==> src/rtl/powerup_scheduler.sv <==
// Frame-paced round-robin scheduler for one shared power-up slot, with a
// global cooldown and a slowly recharging energy pool charged per grant.
module powerup_scheduler #(
    parameter int unsigned N_REQ           = 3,
    parameter int unsigned ACTIVE_FRAMES   = 300,
    parameter int unsigned COOLDOWN_FRAMES = 600,
    parameter int unsigned ENERGY_MAX      = 15,
    parameter int unsigned COST            = 5,
    parameter int unsigned RECHARGE_FRAMES = 60,
    parameter int unsigned ENERGY_W        = 4
) (
    input  logic                clk,
    input  logic                rst,
    input  logic                frame,
    input  logic [N_REQ-1:0]    req,
    input  logic [N_REQ-1:0]    abort,
    output logic [N_REQ-1:0]    grant,
    output logic [N_REQ-1:0]    active,
    output logic [N_REQ-1:0]    pending,
    output logic [ENERGY_W-1:0] energy,
    output logic                available,
    output logic [1:0]          state_o
);

    localparam int unsigned TMAX = (ACTIVE_FRAMES > COOLDOWN_FRAMES) ? ACTIVE_FRAMES : COOLDOWN_FRAMES;
    localparam int unsigned TW   = $clog2(TMAX + 2);
    localparam int unsigned RW   = $clog2(RECHARGE_FRAMES + 1);
    localparam int unsigned IW   = (N_REQ > 1) ? $clog2(N_REQ) : 1;

    typedef enum logic [1:0] {
        IDLE     = 2'd0,
        ACTIVE   = 2'd1,
        COOLDOWN = 2'd2
    } state_t;

    state_t            state;
    logic [TW-1:0]     timer;
    logic [RW-1:0]     rcnt;
    logic [IW-1:0]     rr;

    logic              sel_found;
    logic [IW-1:0]     sel_idx;
    logic [N_REQ-1:0]  sel_vec;
    logic              do_grant;
    logic [N_REQ-1:0]  grant_vec;
    logic              recharge_step;
    logic              recharge_tick;
    logic              end_active;
    logic              energy_ok;

    // Round-robin pick: lowest pending index above rr wins, else lowest at or below rr.
    always_comb begin
        sel_found = 1'b0;
        sel_idx   = '0;
        for (int i = N_REQ - 1; i >= 0; i--) begin
            if (pending[i] && (IW'(i) <= rr)) begin
                sel_found = 1'b1;
                sel_idx   = IW'(i);
            end
        end
        for (int i = N_REQ - 1; i >= 0; i--) begin
            if (pending[i] && (IW'(i) > rr)) begin
                sel_found = 1'b1;
                sel_idx   = IW'(i);
            end
        end
    end

    assign sel_vec       = N_REQ'(1) << sel_idx;
    assign energy_ok     = (energy >= ENERGY_W'(COST));
    assign do_grant      = (state == IDLE) && frame && sel_found && energy_ok;
    assign grant_vec     = do_grant ? sel_vec : '0;
    assign recharge_step = frame && (state != ACTIVE);
    assign recharge_tick = recharge_step && (rcnt == RW'(RECHARGE_FRAMES - 1));
    assign end_active    = ((abort & active) != '0) || (frame && (timer <= TW'(1)));

    assign available = (state == IDLE) && energy_ok;
    assign state_o   = state;

    always_ff @(posedge clk or negedge rst) begin
        if (!rst) begin
            state   <= IDLE;
            grant   <= '0;
            active  <= '0;
            pending <= '0;
            energy  <= ENERGY_W'(ENERGY_MAX);
            rcnt    <= '0;
            timer   <= '0;
            rr      <= IW'(N_REQ - 1);
        end else begin
            grant   <= '0;
            // Requests for the running index are dropped; a grant clears its own bit.
            pending <= (pending | (req & ~active)) & ~grant_vec;

            if (recharge_step) begin
                rcnt <= recharge_tick ? '0 : rcnt + RW'(1);
            end

            // Grant is checked against pre-recharge energy; both can land on one frame.
            if (do_grant) begin
                energy <= energy - ENERGY_W'(COST) + ENERGY_W'(recharge_tick);
            end else if (recharge_tick && (energy != ENERGY_W'(ENERGY_MAX))) begin
                energy <= energy + ENERGY_W'(1);
            end

            case (state)
                IDLE: begin
                    if (do_grant) begin
                        grant  <= grant_vec;
                        active <= grant_vec;
                        timer  <= TW'(ACTIVE_FRAMES);
                        rr     <= sel_idx;
                        state  <= ACTIVE;
                    end
                end
                ACTIVE: begin
                    if (end_active) begin
                        active <= '0;
                        if (COOLDOWN_FRAMES == 0) begin
                            timer <= '0;
                            state <= IDLE;
                        end else begin
                            timer <= TW'(COOLDOWN_FRAMES);
                            state <= COOLDOWN;
                        end
                    end else if (frame) begin
                        timer <= timer - TW'(1);
                    end
                end
                COOLDOWN: begin
                    if (frame) begin
                        if (timer <= TW'(1)) begin
                            timer <= '0;
                            state <= IDLE;
                        end else begin
                            timer <= timer - TW'(1);
                        end
                    end
                end
                default: begin
                    active <= '0;
                    timer  <= '0;
                    state  <= IDLE;
                end
            endcase
        end
    end

endmodule

==> config.mk <==
export PLATFORM = sky130hd
export DESIGN_NAME = powerup_scheduler
export DESIGN_NICKNAME = d
export VERILOG_FILES = /design/src/rtl/powerup_scheduler.sv
export SDC_FILE = /design/constraint.sdc
export NUM_CORES = 1
export LEC_CHECK = 0
export CAP_MARGIN = 0
export CORE_MARGIN = 2
export CORE_UTILIZATION = 58
export DETAILED_ROUTE_END_ITERATION = 16
export PLACE_DENSITY = 0.83
export SLEW_MARGIN = 40
export SYNTH_ARGS = -nofsm -noshare
export SYNTH_HDL_FRONTEND = slang
export SYNTH_SLANG_ARGS = --single-unit
==> constraint.sdc <==
create_clock -name clk -period 6.1 [get_ports clk]
set_clock_uncertainty 0.1 [all_clocks]
set_input_delay 1.22 -clock clk [delete_from_list [all_inputs] [get_ports clk]]
set_output_delay 1.22 -clock clk [all_outputs]
set_load 0.02 [all_outputs]
* Word level (Yosys, flattened, before mapping)
Cells that the tools add are included.
** Cells by class
- Reductions and logical operators :: 22
- Bitwise operators :: 7
- Equality and inequality tests :: 10
- Add/subtract/negate cells :: 5
- Muxes and demuxes :: 32
- Shift operators :: 1
- $lt $le $gt $ge :: 8
** Operators by type and width (count)
- two-way mux 10 bit :: 5
- case mux 10 bit (3 select lines) :: 1
- two-way mux 2 bit :: 10
- two-way mux 3 bit :: 5
- logical AND 1 bit :: 14
- less-or-equal comparator 10 x 1 -> 1 bit, second input constant :: 1
- subtractor 10 x 1 -> 10 bit, second input constant :: 1
- AND 3 bit :: 3
- case mux 3 bit (3 select lines) :: 1
- two-way mux 4 bit :: 2
- inequality test 2 bit, second input constant :: 4
- adder 6 x 1 -> 6 bit, second input constant :: 1
- equality test 6 bit, second input constant :: 1
- two-way mux 1 bit :: 6
- two-way mux 6 bit :: 1
- inverter 3 bit :: 2
- case mux 2 bit (3 select lines) :: 1
- AND reduction 3 bit :: 2
- adder 4 x 1 -> 4 bit :: 1
- adder 4 x 1 -> 4 bit, second input constant :: 1
- greater-or-equal comparator 4 x 3 -> 1 bit, second input constant :: 1
- > comparator 1 x 2 -> 1 bit, first input constant :: 2
- less-or-equal comparator 1 x 2 -> 1 bit, first input constant :: 2
- inequality test 4 bit, second input constant :: 1
- other kinds (16) :: 16
** Storage, ports and cells
- Bits of input ports :: 9
- Output and inout port bits :: 16
- Logic and storage cells :: 93
- Register bits after elaboration :: 33

* Depth between registers and ports, before layout
Gate-level depths: netlist (run 1).
- Depth in word-level cells :: 13
- Mapped depth :: 8
- Depth with buffers taken out :: 7

* Worst setup path after synthesis (run 1)
OpenSTA, ideal clock, no wires.
- Path type :: reg2out
- Start point :: reg energy[1]
- End point :: out available
- Required time :: 4.780 ns
- Slack :: 3.354 ns
- Arrival time :: 1.426 ns
- Cell stages (with the launch flop) :: 5
- Cells stage by stage :: dfstp_2 -> inv_1 -> ha_1 -> or3b_1 -> o211a_1
** On the way
- Word-level cells in the longest chain between the ends :: 2
** RTL lines
- start: declaration :: line 20 : output logic [ENERGY_W-1:0] energy,
- start signal: assignment :: line 86 : energy <= ENERGY_W'(ENERGY_MAX);
- start signal: assignment :: line 101 : energy <= energy - ENERGY_W'(COST) + ENERGY_W'(recharge_tick);
- start signal: assignment :: line 103 : energy <= energy + ENERGY_W'(1);
- greater-or-equal comparator 4 x 3 -> 1 bit :: line 70 : assign energy_ok = (energy >= ENERGY_W'(COST));
- logical AND 1 bit :: line 77 : assign available = (state == IDLE) && energy_ok;
- end: declaration :: line 21 : output logic available,
No other way between the ends.

* Worst setup path after layout (run 1)
Ends and elaborated chain as after synthesis.

==> flow_summary_export.csv, run 1 <==
group,metric,value,unit
power_and_ir_drop,p_leak,0.962,nW
critical_path,cp_cell_sequence,"inv_1 > ha_1 > or3b_1 > o211a_1 > clkdlybuf4s50_1",
logic_synthesis,avgSynthCellArea,9.68,µm²
layout,diodes,0,
critical_path,end_kind,"output port",
job,maxCapViolations,0,
global_route,grt_pass1_vias,1547,
logic_synthesis,syn-cell-area,1910,µm²
sta,hold_slack,420,ps
sta,fmax,0.281,GHz
power_and_ir_drop,ir_drop,0.183,mV
logic_synthesis,yosys_warnings,0,
clocking,cts_resized,0,
routing,vias_per_cell,6.12,
clocking,cts_setup_buffers,0,
sta,hold_viol_final,0,
logic_synthesis,synth_edf_count,0,
critical_path,worst_ep_required_time,4780,ps
placement,port_buffers,24,
critical_path,worstSetupPathType,"reg -> out",
global_route,grt.overflow.total,0,
logic_synthesis,ys.flop_type,"dfrtp_1",
routing,num_vias,1658,
critical_path,crit_path_start_kind,"flip-flop",
clocking,clkLatencyLatePin,340,ps
logic_synthesis,ys_seq_area_share,43.6,%
logic_synthesis,ys_ff_latch,33,
sta,maxSlewHeadroom,55.0,%
routing,drtIter0Drc,122,
clocking,clock_sinks,33,
routing,drt.antenna.violating_nets,0,
routing,drc_errors,0,
layout,synthToLayoutAreaGrowth,17.8,%
logic_synthesis,synthArstFlopShare,100,%
routing,routed_wl,4140,µm
placement,dp.final_hpwl,3000,µm
clocking,cts_tree,"built",
floorplanning,die_w,61.3,µm
power_and_ir_drop,p_per_area,346,nW/µm²
floorplanning,core,3080,µm²
critical_path,cp.arrival,2230,ps
sta,finalCriticalPeriod,3550,ps
routing,routedWlPerCell,15.3,µm
critical_path,cp_slowest_stage_delay,580,ps
sta,setup_viol,0,
global_route,grt.total_usage,25.2,%
floorplanning,num_rows,20,
clocking,root_buffer,"clkbuf_4",
logic_synthesis,syn_inst,197,
floorplanning,die_area,3760,µm²
floorplanning,die_y,61.3,µm
placement,globalplace.congestion,0.878,
sta,slew_viol_final,0,
clocking,clock_path_buffers,2,
logic_synthesis,syn_nets,214,
status,status,"complete, no violations",
layout,layout-drive-gt1-share,10.6,%
routing,first_pass_iters,4,
critical_path,critPathSlowestCell,"dfstp_2",
sta,worst_pin_slew,671,ps
sta,fin_tns_setup,0,ps
sta,rsz0062_at_grt,"no",
floorplanning,initial_core_util,62.0,%
clocking,clkTransAtPathRegs,100,ps
logic_synthesis,synth.distinct_cells,56,
global_route,grt_max_degree,34,
floorplanning,ios,25,
sta,timing.final.crit_share,58.3,%
layout,num-nets-final,243,
critical_path,crit_path_max_fanout,5,
critical_path,r2r_slack,3580,ps
global_route,grt_pass1_wl,7080,µm
clocking,ctsHoldBuffers,0,
min_path,hp-class,"reg -> reg",
global_route,antenna_found_initial,0,
clocking,numCtsBuffers,5,
clocking,cts_max_level,2,
[area by class of cell]
| class | instances | area (µm²) |
|---|---|---|
| Multi-Input combinational cell | 147 | 1000 |
| Sequential cell | 33 | 832 |
| Fill cell | 228 | 831 |
| Timing Repair Buffer | 25 | 248 |
| Clock buffer | 8 | 58.8 |
| Tap cell | 44 | 55.1 |
| Inverter | 14 | 52.6 |
[state kept, by name, indices dropped and copies added (netlist names)]
signal / count
timer: 10
state_o: 2
energy: 4
pending: 3
rcnt: 6
rr: 2
grant: 3
active: 3
[kinds of logic (layout without fill, tap and decap cells)]
logic type | after synthesis | after routing | share of synthesized area [%]
compound gates | 66 | 66 | 24.2
simple gates | 64 | 64 | 18.4
flops | 33 | 33 | 43.6
buf+inv | 17 | 47 | 3.87
fa+ha+maj | 8 | 8 | 5.25
mux | 5 | 5 | 2.76
xor+xnor | 4 | 4 | 1.84
[layer usage]
metal | track usage, % | wire [µm] | share of wire [%]
met5 | 0 | 0 | 0
met4 | 9.73 | 61 | 1.5
met3 | 4.41 | 175 | 4.2
met2 | 41.8 | 2080 | 50
met1 | 33.1 | 1830 | 44
[report_power, final]
group | internal, mW | total (mW) | switching, mW
Combinational | 0.131 | 0.293 | 0.163
Clock | 0.0568 | 0.131 | 0.0746
Sequential | 0.280 | 0.353 | 0.0731
[cells in the final DEF (no fill, tap or decap), types with 3 or more instances in the layout]
master,instances
dfstp_2,5
clkbuf_4,5
inv_1,14
nand3_1,9
mux2i_1,3
nor3_1,5
or3_1,4
clkdlybuf4s50_1,24
a211o_1,3
dfrtp_1,28
nor2_1,9
o2bb2ai_1,5
a21oi_1,12
ha_1,8
nand2_1,14
a21o_1,4
o21ai_0,16
o211ai_1,4
[worst max-delay path, delay by kind of cell, from the launching register on]
family / cells / cell delay (ps)
AOI/OAI and AO/OA: 1 / 130
adders and majority gates: 1 / 180
buffers and inverters: 2 / 620
DFF: 1 / 580
and+or+nand+nor: 1 / 390
[final timing paths]
kind / startpoint / to / cells past startpoint
setup / recovery: energy[1] / available / 5
hold / removal: timer[9] / timer[9] / 1
setup reg to reg: energy[0] / timer[5] / 7
hold reg to reg: timer[9] / timer[9] / 1
max in group asynchronous: rst / energy[0] / 2
min in group asynchronous: rst / timer[1] / 2
[cells in the mapped netlist, types with 2 or more instances]
| library cell | count | area share (%) |
|---|---|---|
| dfrtp_1 | 28 | 37 |
| o21ai_0 | 16 | 4.2 |
| inv_1 | 14 | 2.8 |
| nand2_1 | 14 | 2.8 |
| a21oi_1 | 12 | 3.1 |
| nand3_1 | 9 | 2.4 |
| nor2_1 | 9 | 1.8 |
| ha_1 | 8 | 5.2 |
| dfstp_2 | 5 | 6.9 |
| nor3_1 | 5 | 1.3 |
| o2bb2ai_1 | 5 | 2.3 |
| a21o_1 | 4 | 1.6 |
| o211ai_1 | 4 | 1.6 |
| or3_1 | 4 | 1.3 |
| a211o_1 | 3 | 1.4 |
| mux2i_1 | 3 | 1.6 |
| a31oi_1 | 2 | 0.66 |
| and2_1 | 2 | 0.66 |
| and3_1 | 2 | 0.66 |
| buf_2 | 2 | 0.52 |
| mux2_2 | 2 | 1.2 |
| nand2b_1 | 2 | 0.66 |
| nor2_2 | 2 | 0.66 |
| nor2b_1 | 2 | 0.66 |
| nor3b_1 | 2 | 0.79 |
| o22ai_1 | 2 | 0.66 |
| o22ai_2 | 2 | 1.3 |
| o32ai_1 | 2 | 0.92 |
| xnor2_1 | 2 | 0.92 |
| xor2_1 | 2 | 0.92 |
[stage by stage]
step           std cells  utilization (%)  setup WS (ps)  power [mW]  instance area [µm²]
6_report             271             73.0           2550       0.777                 2250
2_1_floorplan        197                -           3350       0.549                 1910
3_5_place_dp         263             71.1           2580       0.647                 2190
3_3_place_gp         263             71.1           2760       0.632                 2190
4_1_cts              271             73.0           2540       0.776                 2250
5_1_grt              271             73.0           2470       0.836                 2250
(Power assumes the default switching activity.)
==> run 2, diff against run 1 <==
--- a/config.mk
+++ b/config.mk
@@ -7,9 +7,9 @@
 export LEC_CHECK = 0
 export CAP_MARGIN = 0
 export CORE_MARGIN = 2
-export CORE_UTILIZATION = 58
+export CORE_UTILIZATION = 55
 export DETAILED_ROUTE_END_ITERATION = 16
-export PLACE_DENSITY = 0.83
+export PLACE_DENSITY = 0.8
 export SLEW_MARGIN = 40
 export SYNTH_ARGS = -nofsm -noshare
 export SYNTH_HDL_FRONTEND = slang
==> constraint.sdc (replaced) <==
create_clock -name clk -period 3.45 [get_ports clk]
set_clock_uncertainty 0.1 [all_clocks]
set_input_delay 0.69 -clock clk [delete_from_list [all_inputs] [get_ports clk]]
set_output_delay 0.69 -clock clk [all_outputs]
set_load 0.02 [all_outputs]
==> flow_summary_export.csv, run 2 (same netlist as run 1, synthesis figures left out) <==
group,metric,value,unit
status,status,"complete, no violations",
critical_path,cp.arrival,2240,ps
clocking,cts_max_level,2,
routing,drc_errors,0,
critical_path,worst_ep_required_time,2660,ps
clocking,clkTransAtPathRegs,110,ps
critical_path,path_buf_inv,2,
power_and_ir_drop,p_int,0.900,mW
critical_path,critPathSlowestCell,"dfstp_2",
critical_path,cp_slowest_stage_delay,580,ps
sta,maxSlewHeadroom,54.8,%
power_and_ir_drop,finalPower,1.46,mW
critical_path,crit_family,"buffers and inverters",
floorplanning,num_rows,21,
critical_path,r2r_start,"energy[0]",
routing,routedWlPerCell,15.5,µm
sta,worst_pin_slew,674,ps
critical_path,cp_cell_sequence,"inv_1 > ha_1 > or3b_1 > o211a_1 > clkdlybuf4s50_1",
placement,dp.final_hpwl,3010,µm
global_route,grt_pass1_vias,1671,
placement,dp_cells,265,
layout,fill_cells,266,
clocking,clkLatencyLatePin,350,ps
layout,final_cell_mix,"28 x dfrtp_1, 24 x clkdlybuf4s50_1, 16 x o21ai_0",
global_route,grt.overflow.total,0,
power_and_ir_drop,p_leak,0.975,nW
min_path,hp-class,"reg -> reg",
critical_path,end_kind,"output port",
floorplanning,die_area,3950,µm²
routing,routed_wl,4220,µm
critical_path,worstSetupPathType,"reg -> out",
clocking,ctsHoldBuffers,0,
global_route,grt_max_degree,34,
clocking,numCtsBuffers,5,
sta,fin_tns_setup,0,ps
layout,num-nets-final,243,
routing,wirelength_met1,1850,µm
clocking,root_buffer,"clkbuf_4",
global_route,antenna_found_initial,0,
sta,timing.final.crit_share,87.7,%
global_route,grt.total_usage,23.8,%
layout,final_cells,273,
critical_path,crit_path_start_kind,"flip-flop",
layout,layout-drive-gt1-share,11.0,%
power_and_ir_drop,clkPwrFrac,21.4,%
layout,largest_reg_flops,10,
routing,first_pass_iters,4,
power_and_ir_drop,ir_drop,0.381,mV
critical_path,crit_path_max_fanout,5,
sta,rsz0062_at_grt,"no",
layout,diodes,0,
sta,slew_viol_final,0,
clocking,cts_setup_buffers,0,
routing,wl_met3,200,µm
floorplanning,die_y,62.9,µm
routing,route.met2.wl,2080,µm
sta,setup_viol,0,
clocking,cts_tree,"built",
floorplanning,initial_core_util,57.1,%
floorplanning,die_w,62.9,µm
placement,globalplace.congestion,0.858,
routing,drt.antenna.violating_nets,0,
sta,finalCriticalPeriod,3030,ps
placement,port_buffers,24,
critical_path,cp-startpoint,"energy[1]",
layout,final_common_cell,"dfrtp_1",
floorplanning,core,3340,µm²
routing,vias_per_cell,6.08,
min_path,hold_start,"timer[9]",
power_and_ir_drop,p_per_area,641,nW/µm²
power_and_ir_drop,netSwitchingFraction,38.3,%
routing,num_vias,1661,
clocking,clock_path_buffers,2,
global_route,grt_pass1_wl,7410,µm
floorplanning,ios,25,
routing,dr.max_layer_used,"met4",
layout,synthToLayoutAreaGrowth,19.4,%
sta,hold_viol_final,0,
clocking,cts_resized,0,
layout,largest_registers,"timer (10), rcnt (6), energy (4)",
job,maxCapViolations,0,
power_and_ir_drop,switching_power,0.558,mW
routing,drtIter0Drc,117,
sta,fmax,0.331,GHz
clocking,clock_sinks,33,
power_and_ir_drop,p_comb_share,35.5,%
power_and_ir_drop,pwr-share-seq,43.1,%
layout,top_register,"timer",
[run 2: power by group through the flow]
stage	Clock [mW]	Combinational [mW]	Sequential, mW
floorplan	0	0.343	0.628
global placement	0	0.491	0.623
detailed placement	0	0.510	0.631
CTS	0.315	0.517	0.624
global route	0.336	0.577	0.646
finish	0.313	0.518	0.628
[run 2: per-layer routing]
layer / up-vias / track usage, %
met5: - / 0
met4: 0 / 10.8
met3: 9 / 5.95
met2: 55 / 38.7
met1: 806 / 29.7
li1: 791 / -
[run 2: worst register-to-register path, cell delays in order, from the launching register on]
cell and delay [ps]:
dfstp_2 580, inv_1 90, ha_1 200, or3b_1 190, o2111ai_2 270, o21ai_2 390
nand2_1 240, a211o_1 340
[run 2: through the flow]
step	cell area, µm²	worst slack, ps	hold WS [ps]	utilization [%]
2_1_floorplan	1910	1230	294	-
3_3_place_gp	2190	636	385	65.7
3_5_place_dp	2190	552	387	65.7
4_1_cts	2280	415	411	68.2
5_1_grt	2280	318	435	68.2
6_report	2280	424	418	68.2
[run 2: area by class of cell]
cell class | count | area [µm²] | share of cell area, %
Multi-Input combinational cell | 147 | 1000 | 44.0
Sequential cell | 33 | 832 | 36.6
Timing Repair Buffer | 25 | 248 | 10.9
Tap cell | 46 | 57.6 | 2.53
Clock buffer | 7 | 55.1 | 2.42
Inverter | 14 | 52.6 | 2.31
Clock inverter | 1 | 30.0 | 1.32
[run 2: path summary, 6_finish.rpt]
path | cells after the start | endpoint | slack (ps)
worst max-delay path | 5 | available | 420
worst min-delay path | 1 | timer[9] | 420
worst max register to register | 7 | timer[5] | 960
worst min register to register | 1 | timer[9] | 420
max in group asynchronous | 2 | energy[0] | 2280
min in group asynchronous | 2 | timer[8] | 630
